$ cat src/rtl/handshake_muli_sat_pipe_pkg.sv
// Shared definitions for the softclip handshake blocks: Q-format constants,
// saturation bounds and the join-ready rule used by every two-input join.
package handshake_muli_sat_pipe_pkg;

    localparam int          DATA_WIDTH = 24;
    localparam int          FRAC_BITS  = 22;
    localparam logic [23:0] SAT_MAX    = 24'h7FFFFF;
    localparam logic [23:0] SAT_MIN    = 24'h800000;

    // A join input may be taken only when its partner is valid and the join can advance.
    function automatic logic join_ready(input logic other_valid, input logic adv, input logic rst);
        return other_valid & adv & ~rst;
    endfunction

endpackage

$ cat src/rtl/handshake_pipe_stage.sv
// One elastic pipeline slot: valid bit plus data, loaded whenever the slot may
// advance. Data is only overwritten by valid input so a bubble never disturbs it.
module handshake_pipe_stage #(
    parameter int W = 8
) (
    input  logic         clk,
    input  logic         rst,
    input  logic         adv_i,
    input  logic         valid_i,
    input  logic [W-1:0] data_i,
    output logic         valid_o,
    output logic [W-1:0] data_o
);

    logic         valid_q;
    logic         valid_d;
    logic [W-1:0] data_q;
    logic [W-1:0] data_d;

    // Next-state: take upstream contents on advance, otherwise hold.
    always_comb begin
        valid_d = valid_q;
        data_d  = data_q;
        if (adv_i) begin
            valid_d = valid_i;
            if (valid_i) begin
                data_d = data_i;
            end else begin
                data_d = data_q;
            end
        end else begin
            valid_d = valid_q;
        end
    end

    // Slot registers with synchronous clear.
    always_ff @(posedge clk) begin
        if (rst) begin
            valid_q <= 1'b0;
            data_q  <= {W{1'b0}};
        end else begin
            valid_q <= valid_d;
            data_q  <= data_d;
        end
    end

    assign valid_o = valid_q;
    assign data_o  = data_q;

endmodule

$ cat src/rtl/handshake_muli_sat_pipe.sv
// Elastic 3-stage signed fixed-point multiplier: operand join, full product,
// then arithmetic rescale with saturation. Result comes straight from registers.
module handshake_muli_sat_pipe #(
    parameter int DATA_WIDTH = handshake_muli_sat_pipe_pkg::DATA_WIDTH,
    parameter int FRAC_BITS  = handshake_muli_sat_pipe_pkg::FRAC_BITS,
    parameter int LATENCY    = 3
) (
    input  logic                  clk,
    input  logic                  rst,
    input  logic [DATA_WIDTH-1:0] lhs,
    input  logic                  lhs_valid,
    output logic                  lhs_ready,
    input  logic [DATA_WIDTH-1:0] rhs,
    input  logic                  rhs_valid,
    output logic                  rhs_ready,
    output logic [DATA_WIDTH-1:0] result,
    output logic                  result_valid,
    input  logic                  result_ready
);

    import handshake_muli_sat_pipe_pkg::*;

    localparam int                  PW     = 2 * DATA_WIDTH;
    localparam logic [DATA_WIDTH-1:0] SAT_HI = {1'b0, {(DATA_WIDTH-1){1'b1}}};
    localparam logic [DATA_WIDTH-1:0] SAT_LO = {1'b1, {(DATA_WIDTH-1){1'b0}}};

    if (LATENCY != 3) begin : g_bad_latency
        $error("handshake_muli_sat_pipe supports LATENCY == 3 only");
    end

    logic                  v1_s;
    logic                  v2_s;
    logic                  v3_s;
    logic                  s0_adv_s;
    logic                  s1_adv_s;
    logic                  s2_adv_s;
    logic                  s3_adv_s;
    logic                  join_fire_s;
    logic [PW-1:0]         s1_data_s;
    logic [PW-1:0]         s2_data_s;
    logic signed [PW-1:0]  prod_s;
    logic signed [PW-1:0]  shifted_s;
    logic [DATA_WIDTH-1:0] sat_s;

    // Each stage may move when it is empty or its successor moves, so bubbles collapse.
    assign s3_adv_s    = ~v3_s | result_ready;
    assign s2_adv_s    = ~v2_s | s3_adv_s;
    assign s1_adv_s    = ~v1_s | s2_adv_s;
    assign s0_adv_s    = s1_adv_s;
    assign join_fire_s = lhs_valid & rhs_valid & s0_adv_s & ~rst;
    assign lhs_ready   = join_ready(rhs_valid, s0_adv_s, rst);
    assign rhs_ready   = join_ready(lhs_valid, s0_adv_s, rst);

    handshake_pipe_stage #(.W(PW)) u_s1 (
        .clk     (clk),
        .rst     (rst),
        .adv_i   (s1_adv_s),
        .valid_i (join_fire_s),
        .data_i  ({lhs, rhs}),
        .valid_o (v1_s),
        .data_o  (s1_data_s)
    );

    assign prod_s = PW'($signed(s1_data_s[PW-1:DATA_WIDTH])) * PW'($signed(s1_data_s[DATA_WIDTH-1:0]));

    handshake_pipe_stage #(.W(PW)) u_s2 (
        .clk     (clk),
        .rst     (rst),
        .adv_i   (s2_adv_s),
        .valid_i (v1_s),
        .data_i  (prod_s),
        .valid_o (v2_s),
        .data_o  (s2_data_s)
    );

    assign shifted_s = $signed(s2_data_s) >>> FRAC_BITS;

    // Clamp when the bits above the result sign are not a pure sign extension.
    always_comb begin
        sat_s = shifted_s[DATA_WIDTH-1:0];
        if ((&shifted_s[PW-1:DATA_WIDTH-1]) | ~(|shifted_s[PW-1:DATA_WIDTH-1])) begin
            sat_s = shifted_s[DATA_WIDTH-1:0];
        end else if (shifted_s[PW-1]) begin
            sat_s = SAT_LO;
        end else begin
            sat_s = SAT_HI;
        end
    end

    handshake_pipe_stage #(.W(DATA_WIDTH)) u_s3 (
        .clk     (clk),
        .rst     (rst),
        .adv_i   (s3_adv_s),
        .valid_i (v2_s),
        .data_i  (sat_s),
        .valid_o (v3_s),
        .data_o  (result)
    );

    assign result_valid = v3_s;

endmodule

$ cat config.mk
export PLATFORM = sky130hd
export DESIGN_NAME = handshake_muli_sat_pipe
export DESIGN_NICKNAME = d
export VERILOG_FILES = /design/src/rtl/handshake_muli_sat_pipe_pkg.sv /design/src/rtl/handshake_pipe_stage.sv /design/src/rtl/handshake_muli_sat_pipe.sv
export SDC_FILE = /design/constraint.sdc
export NUM_CORES = 2
export LEC_CHECK = 0
export CAP_MARGIN = 20
export CORE_AREA = 2 2 267 269
export DETAILED_ROUTE_END_ITERATION = 7
export DIE_AREA = 0 0 269 271
export SYNTH_ARGS = -nofsm -noshare
export SYNTH_HDL_FRONTEND = slang
export SYNTH_HIERARCHICAL = 1
export SYNTH_SLANG_ARGS = --single-unit
$ cat constraint.sdc
create_clock -name clk -period 9.72 [get_ports clk]
set_input_delay 2.916 -clock clk [delete_from_list [all_inputs] [get_ports clk]]
set_output_delay 2.916 -clock clk [all_outputs]
set_load 0.02 [all_outputs]
# ---- Yosys cells after proc, flatten, opt, wreduce, memory -nomap -nowiden
# Cells that the tools add are included.
dict set report totals {
  reg_bits 123
}
dict set report op_classes {
  multipliers 1
  reduce_logical 5
  bitwise_logic 16
  mux 2
}
# op n
set ops {}
lappend ops {{$mul 24x24->48} 1}
lappend ops {{$mux 24} 2}
lappend ops {{$and 1x1->1} 7}
lappend ops {{$reduce_and 2->1} 3}
lappend ops {{$not 1->1} 5}
lappend ops {{$or 1x1->1} 4}
lappend ops {{$reduce_and 3->1} 1}
lappend ops {{$reduce_or 3->1} 1}

# ---- Logic depth before layout (Yosys ltp)
dict set report depth {
  word_depth 7
  mapped_depth 28
  ltp_nobuf 26
}

# ---- Cells and area by module
# Netlist, hierarchy kept.
# module instances area_per_inst_um2 seq_area_each_um2 cells_each
set by_module_without_submodules {}
lappend by_module_without_submodules {handshake_muli_sat_pipe 1 21584.5 0.0 2393}
lappend by_module_without_submodules {{handshake_pipe_stage (u_s1 ...)} 2 2514.9 980.9 222}
lappend by_module_without_submodules {{handshake_pipe_stage (u_s3)} 1 1072.3 500.5 112}

# ---- Worst setup path before layout
# OpenSTA, ideal clock, no wires.
dict set report synth_timing {
  path_kind {reg-to-reg}
  start {register u_s1.data_q[47] (netlist: u_s1/data_o[47])}
  end {register u_s2.data_q[45] (netlist: u_s2/data_o[45])}
  t_required_ns 9.650
  period_less_slack_ns 7.258
  setup_slack_ns 2.462
  path_stages_with_launch 25
  arrival_time_ns 7.188
  setup_ns 0.070
  cell_sequence {dfxtp_1 -> clkbuf_1 -> nand2_1 -> inv_1 -> fa_1 -> fa_1 -> inv_1 -> fa_1 -> inv_1 -> fa_1 -> fa_1 -> fa_1 -> fa_1 -> ha_1 -> clkbuf_1 -> and3_1 -> and2_1 -> and3_1 -> and2_1 -> a2111oi_0 -> o31ai_1 -> a21oi_1 -> xnor2_1 -> nand3_1 -> a21oi_1}
}
dict set report synth_via {
  elab_chain_len 1
}
# item line
set synth_rtl {}
lappend synth_rtl {{from (decl)} handshake_pipe_stage.sv:17} ;# logic [W-1:0] data_q;
lappend synth_rtl {{from (signal assigned)} handshake_pipe_stage.sv:40} ;# data_q <= {W{1'b0}};
lappend synth_rtl {{from (signal assigned)} handshake_pipe_stage.sv:43} ;# data_q <= data_d;
lappend synth_rtl {{$mul 24x24->48} handshake_muli_sat_pipe.sv:64} ;# assign prod_s = PW'($signed(s1_data_s[PW-1:DATA_WIDTH])) * PW'($signed(s1_data_s[DATA_WIDTH-1:0]));
lappend synth_rtl {{net prod_s[45]} handshake_muli_sat_pipe.sv:41} ;# logic signed [PW-1:0] prod_s;
lappend synth_rtl {{to (signal assigned)} handshake_pipe_stage.sv:40}
lappend synth_rtl {{to (signal assigned)} handshake_pipe_stage.sv:43}
lappend synth_rtl {{to (decl)} handshake_pipe_stage.sv:17}
# The timed path passes the listed nets, and every way through them passes these cells.
# A chain may end at the register's enable or synchronous reset.

# ---- Worst setup path after layout
dict set report layout_timing {
  start {register u_s1.data_q[0] (netlist: u_s1/data_o[0])}
  end {register u_s2.data_q[45] (netlist: u_s2/data_o[45])}
}
# Same word-level chain as after synthesis.

==> impl_table.tex <==
\begin{tabular}{lr}
\hline
Metric & Value \\
\hline
\multicolumn{2}{l}{\textbf{Timing}} \\
Minimum period implied by the final worst setup slack & approximately 8.3 ns \\
Hold Slack & 0.524 ns \\
Final period util & around 86\% \\
Achievable frequency & about 120 MHz \\
Unrepaired setup endpoints after global routing & no \\
Slew at the pin closest to its max-slew limit & about 1.2 ns \\
Total count of hold-check failures in the final report & 0 \\
Number of endpoints failing setup at the final stage & 0 \\
Final clock skew & 0.0215 ns \\
Relative slew margins & 21.1\% \\
Setup Total Neg Slack & 0 ns \\
Number of slew-limit violations in the final report & 0 \\
\multicolumn{2}{l}{\textbf{Setup path}} \\
Series of cell instances along the critical path & nand2\_1 -> inv\_1 -> fa\_1 -> fa\_1 -> inv\_1 -> fa\_1 -> inv\_1 -> fa\_1 -> fa\_1 -> fa\_1 -> fa\_1 -> ha\_1 -> and3\_1 -> and2\_1 -> and3\_1 -> and2\_1 -> a2111oi\_0 -> o31ai\_1 -> a21oi\_1 -> xnor2\_1 -> nand3\_1 -> a21oi\_1 \\
Data required time at the worst endpoint & 10.00 ns \\
Sort of element at the start of the critical path & flop \\
Setup CP Type & flop to flop \\
Slowest-stage cell, CP & sky130\_fd\_sc\_hd\_\_dfxtp\_1 \\
Kind of capture point of the worst setup path & flop \\
Most numerous cell on the critical path & sky130\_fd\_sc\_hd\_\_fa\_1 \\
Number of buffers and inverters on the critical path & 3 \\
Critical path's top delay family & adder cells \\
CP max stage delay & 0.79 ns \\
Crit Path Max Fanout & 24 \\
Data arrival, critical path & 8.60 ns \\
\multicolumn{2}{l}{\textbf{Floorplanning}} \\
Num rows & 97 \\
Core area & 69800 um2 \\
Die Footprint & 72900 um2 \\
Starting utilization of the core area & 37.8\% \\
Die boundary height & 271 um \\
Die boundary width & 269 um \\
Count of pins on the block boundary & 80 \\
\multicolumn{2}{l}{\textbf{Min path}} \\
Class of the worst hold path & flop to flop \\
\multicolumn{2}{l}{\textbf{Route}} \\
Antenna violation net count after detailed routing & 0 \\
DRC & 0 \\
Total wire length & 64100 um \\
Total vias in the final route & roughly 18000 \\
Number of violations reported at the end of detailed-routing iteration 0 & 1165 \\
Number of search-and-repair iterations in the first detailed-routing pass & 5 \\
WL per Instance & between 15 and 20 um \\
Via density per instance & 4.91 \\
\multicolumn{2}{l}{\textbf{Run status}} \\
Run status & finished, final reports clean \\
\multicolumn{2}{l}{\textbf{Final layout}} \\
Design Area, Final & around 28000 um2 \\
Antenna diode count & 0 \\
Number of nets at the end of the flow & 3569 \\
Filler cells & 7041 \\
Proportion of layout cells with a drive suffix above 1 & $\sim$9\% \\
Area taken by flip-flops and latches & 2020 um2 \\
Area taken by multi-input logic gates & 21100 um2 \\
Relative area change from synthesis to final layout & 6.54\% \\
\multicolumn{2}{l}{\textbf{Clock network}} \\
Post-CTS setup-driven buffer insertion count & 0 \\
Number of buffers between clock root and the deepest sink & 2 \\
Total CTS buffers & 9 \\
CTS clk-pin slew, worst paths & 0.08 ns \\
H-Tree Level Count & 3 \\
Gates resized, CTS repair & 0 \\
Master cell of the clock root buffer & sky130\_fd\_sc\_hd\_\_clkbuf\_16 \\
\# clock sinks & 101 \\
Hold buffer count at CTS & 0 \\
Clk Latency, worst-skew pair & 0.37 ns \\
TritonCTS clock tree & done \\
\multicolumn{2}{l}{\textbf{Pwr}} \\
Proportion of power drawn by the clock network & around a third \\
Psw & 0.398 mW \\
Sequential fraction of design power & 39.6\% \\
Internal power & 0.726 mW \\
Sw Ratio & 35.4\% \\
Static leakage & around 14 nW \\
Combinational share of power & 28.1\% \\
Max VDD drop & $\sim$80 uV \\
Power Dens Cells & 39.9 nW/um2 \\
\multicolumn{2}{l}{\textbf{Global route}} \\
Pin count of the biggest net entering global routing & 74 \\
Total global routing track utilization & 18.9\% \\
Overflow left after global routing & 0 \\
First-pass GRT wire length & 108000 um \\
Via count of the first global-routing pass & about 20000 \\
Antenna violations before repair & 0 \\
\multicolumn{2}{l}{\textbf{Place}} \\
HPWL after detailed placement & 52900 um \\
Final weighted congestion in routability-driven placement & 0.880 \\
Placed Area & 27700 um2 \\
Port-buffer cells & 79 \\
\multicolumn{2}{l}{\textbf{Synth}} \\
Post-synthesis net count & 3605 \\
Post-synthesis cell count & 2811 \\
Average cell area after synthesis & 9.39 um2 \\
Yosys warning total & 6 \\
Cell area after synthesis & 26400 um2 \\
\multicolumn{2}{l}{\textbf{Job}} \\
Max-capacitance violation count & 0 \\
\hline
\end{tabular}
-- path summary, 6_finish.rpt --
path                                        to                   startpoint  cells past startpoint  slack [ns]
setup / recovery  u_s2/data_o[45]$_SDFFE_PP0P_  u_s1/data_o[0]$_SDFFE_PP0P_                     22        1.40
hold reg to reg      u_s3/valid_o$_SDFFE_PP0P_    u_s3/valid_o$_SDFFE_PP0P_                      2        0.52
hold / removal       u_s3/valid_o$_SDFFE_PP0P_    u_s3/valid_o$_SDFFE_PP0P_                      2        0.52
setup reg to reg  u_s2/data_o[45]$_SDFFE_PP0P_  u_s1/data_o[0]$_SDFFE_PP0P_                     22        1.40
-- placed cells by master, fill, tap and decap left out, types with 5 or more instances in the layout --
| cell type | instances |
|---|---|
| sky130_fd_sc_hd__nand4_1 | 8 |
| sky130_fd_sc_hd__inv_1 | 591 |
| sky130_fd_sc_hd__xnor2_1 | 29 |
| sky130_fd_sc_hd__buf_4 | 45 |
| sky130_fd_sc_hd__xor2_1 | 5 |
| sky130_fd_sc_hd__nand2_1 | 355 |
| sky130_fd_sc_hd__nor3_1 | 11 |
| sky130_fd_sc_hd__a211oi_1 | 6 |
| sky130_fd_sc_hd__nor2_1 | 41 |
| sky130_fd_sc_hd__and3_1 | 11 |
| sky130_fd_sc_hd__fa_1 | 607 |
| sky130_fd_sc_hd__buf_16 | 6 |
| sky130_fd_sc_hd__a21bo_2 | 57 |
| sky130_fd_sc_hd__o21bai_1 | 8 |
| sky130_fd_sc_hd__and2_1 | 278 |
| sky130_fd_sc_hd__clkdlybuf4s50_1 | 78 |
| sky130_fd_sc_hd__nand2b_1 | 6 |
| sky130_fd_sc_hd__ha_1 | 134 |
| sky130_fd_sc_hd__o21ai_0 | 18 |
| sky130_fd_sc_hd__dfxtp_1 | 100 |
| sky130_fd_sc_hd__clkbuf_16 | 9 |
| sky130_fd_sc_hd__a21o_1 | 14 |
| sky130_fd_sc_hd__a21oi_1 | 75 |
| sky130_fd_sc_hd__nand3_1 | 58 |
| sky130_fd_sc_hd__a21oi_2 | 59 |
| sky130_fd_sc_hd__o211ai_1 | 5 |
| sky130_fd_sc_hd__a21bo_1 | 41 |
| sky130_fd_sc_hd__nand3_2 | 53 |
-- stage by stage --
| step | total power [mW] | utilization [%] | setup WS, ns | std cells |
|---|---|---|---|---|
| CTS | 1.13 | 40.1 | 1.38 | 3714 |
| finish | 1.12 | 40.3 | 1.40 | 3720 |
| detailed placement | 0.766 | 39.7 | 1.43 | 3698 |
| floorplan | 0.654 | - | 2.46 | 2811 |
| global route | 1.18 | 40.3 | 0.928 | 3720 |
| global placement | 0.765 | 39.7 | 1.53 | 3698 |
-- power groups by stage --
stage	Combinational, mW	Clock, mW	Sequential (mW)
final	0.316	0.363	0.445
after global routing	0.352	0.386	0.446
after CTS	0.308	0.372	0.450
after detailed placement	0.307	0	0.459
after global placement	0.306	0	0.459
after floorplan	0.216	0	0.439
-- final cells by class --
cell class / instances / share of cell area (%)
well taps: 940 / 4.18
inverters: 592 / 7.90
multi-input cells: 1942 / 75.2
clock inverters: 6 / 0.196
flip-flops and latches: 101 / 7.19
repair buffers: 129 / 4.56
clock buffers: 10 / 0.814
-- metal layers --
metal | wire, um | GRT usage [%] | up-vias
met5 | 0 | 0 | -
met4 | 1450 | 4.34 | 0
met3 | 2680 | 2.02 | 77
met2 | 33300 | 33.5 | 374
met1 | 26700 | 24.5 | 9509
li1 | - | - | 8323
-- worst reg2reg max path: cells and delay by family, from the launching register on --
| kind | cells | cell delay, ns |
|---|---|---|
| AND/OR/NAND/NOR | 6 | 1.06 |
| buffers and inverters | 3 | 0.79 |
| flip-flops | 1 | 0.79 |
| AO/OA/AOI/OAI | 4 | 1.24 |
| XOR/XNOR | 1 | 0.13 |
| adder cells (fa/ha/maj) | 8 | 4.25 |
-- flip-flops by register name, summed over array words and instances, names as in the netlist --
signal,count
u_s1/data_o,48
u_s1/valid_o,1
u_s2/data_o,26
u_s2/valid_o,1
u_s3/data_o,24
u_s3/valid_o,1
No activity file was read; power rests on OpenSTA's default activity.
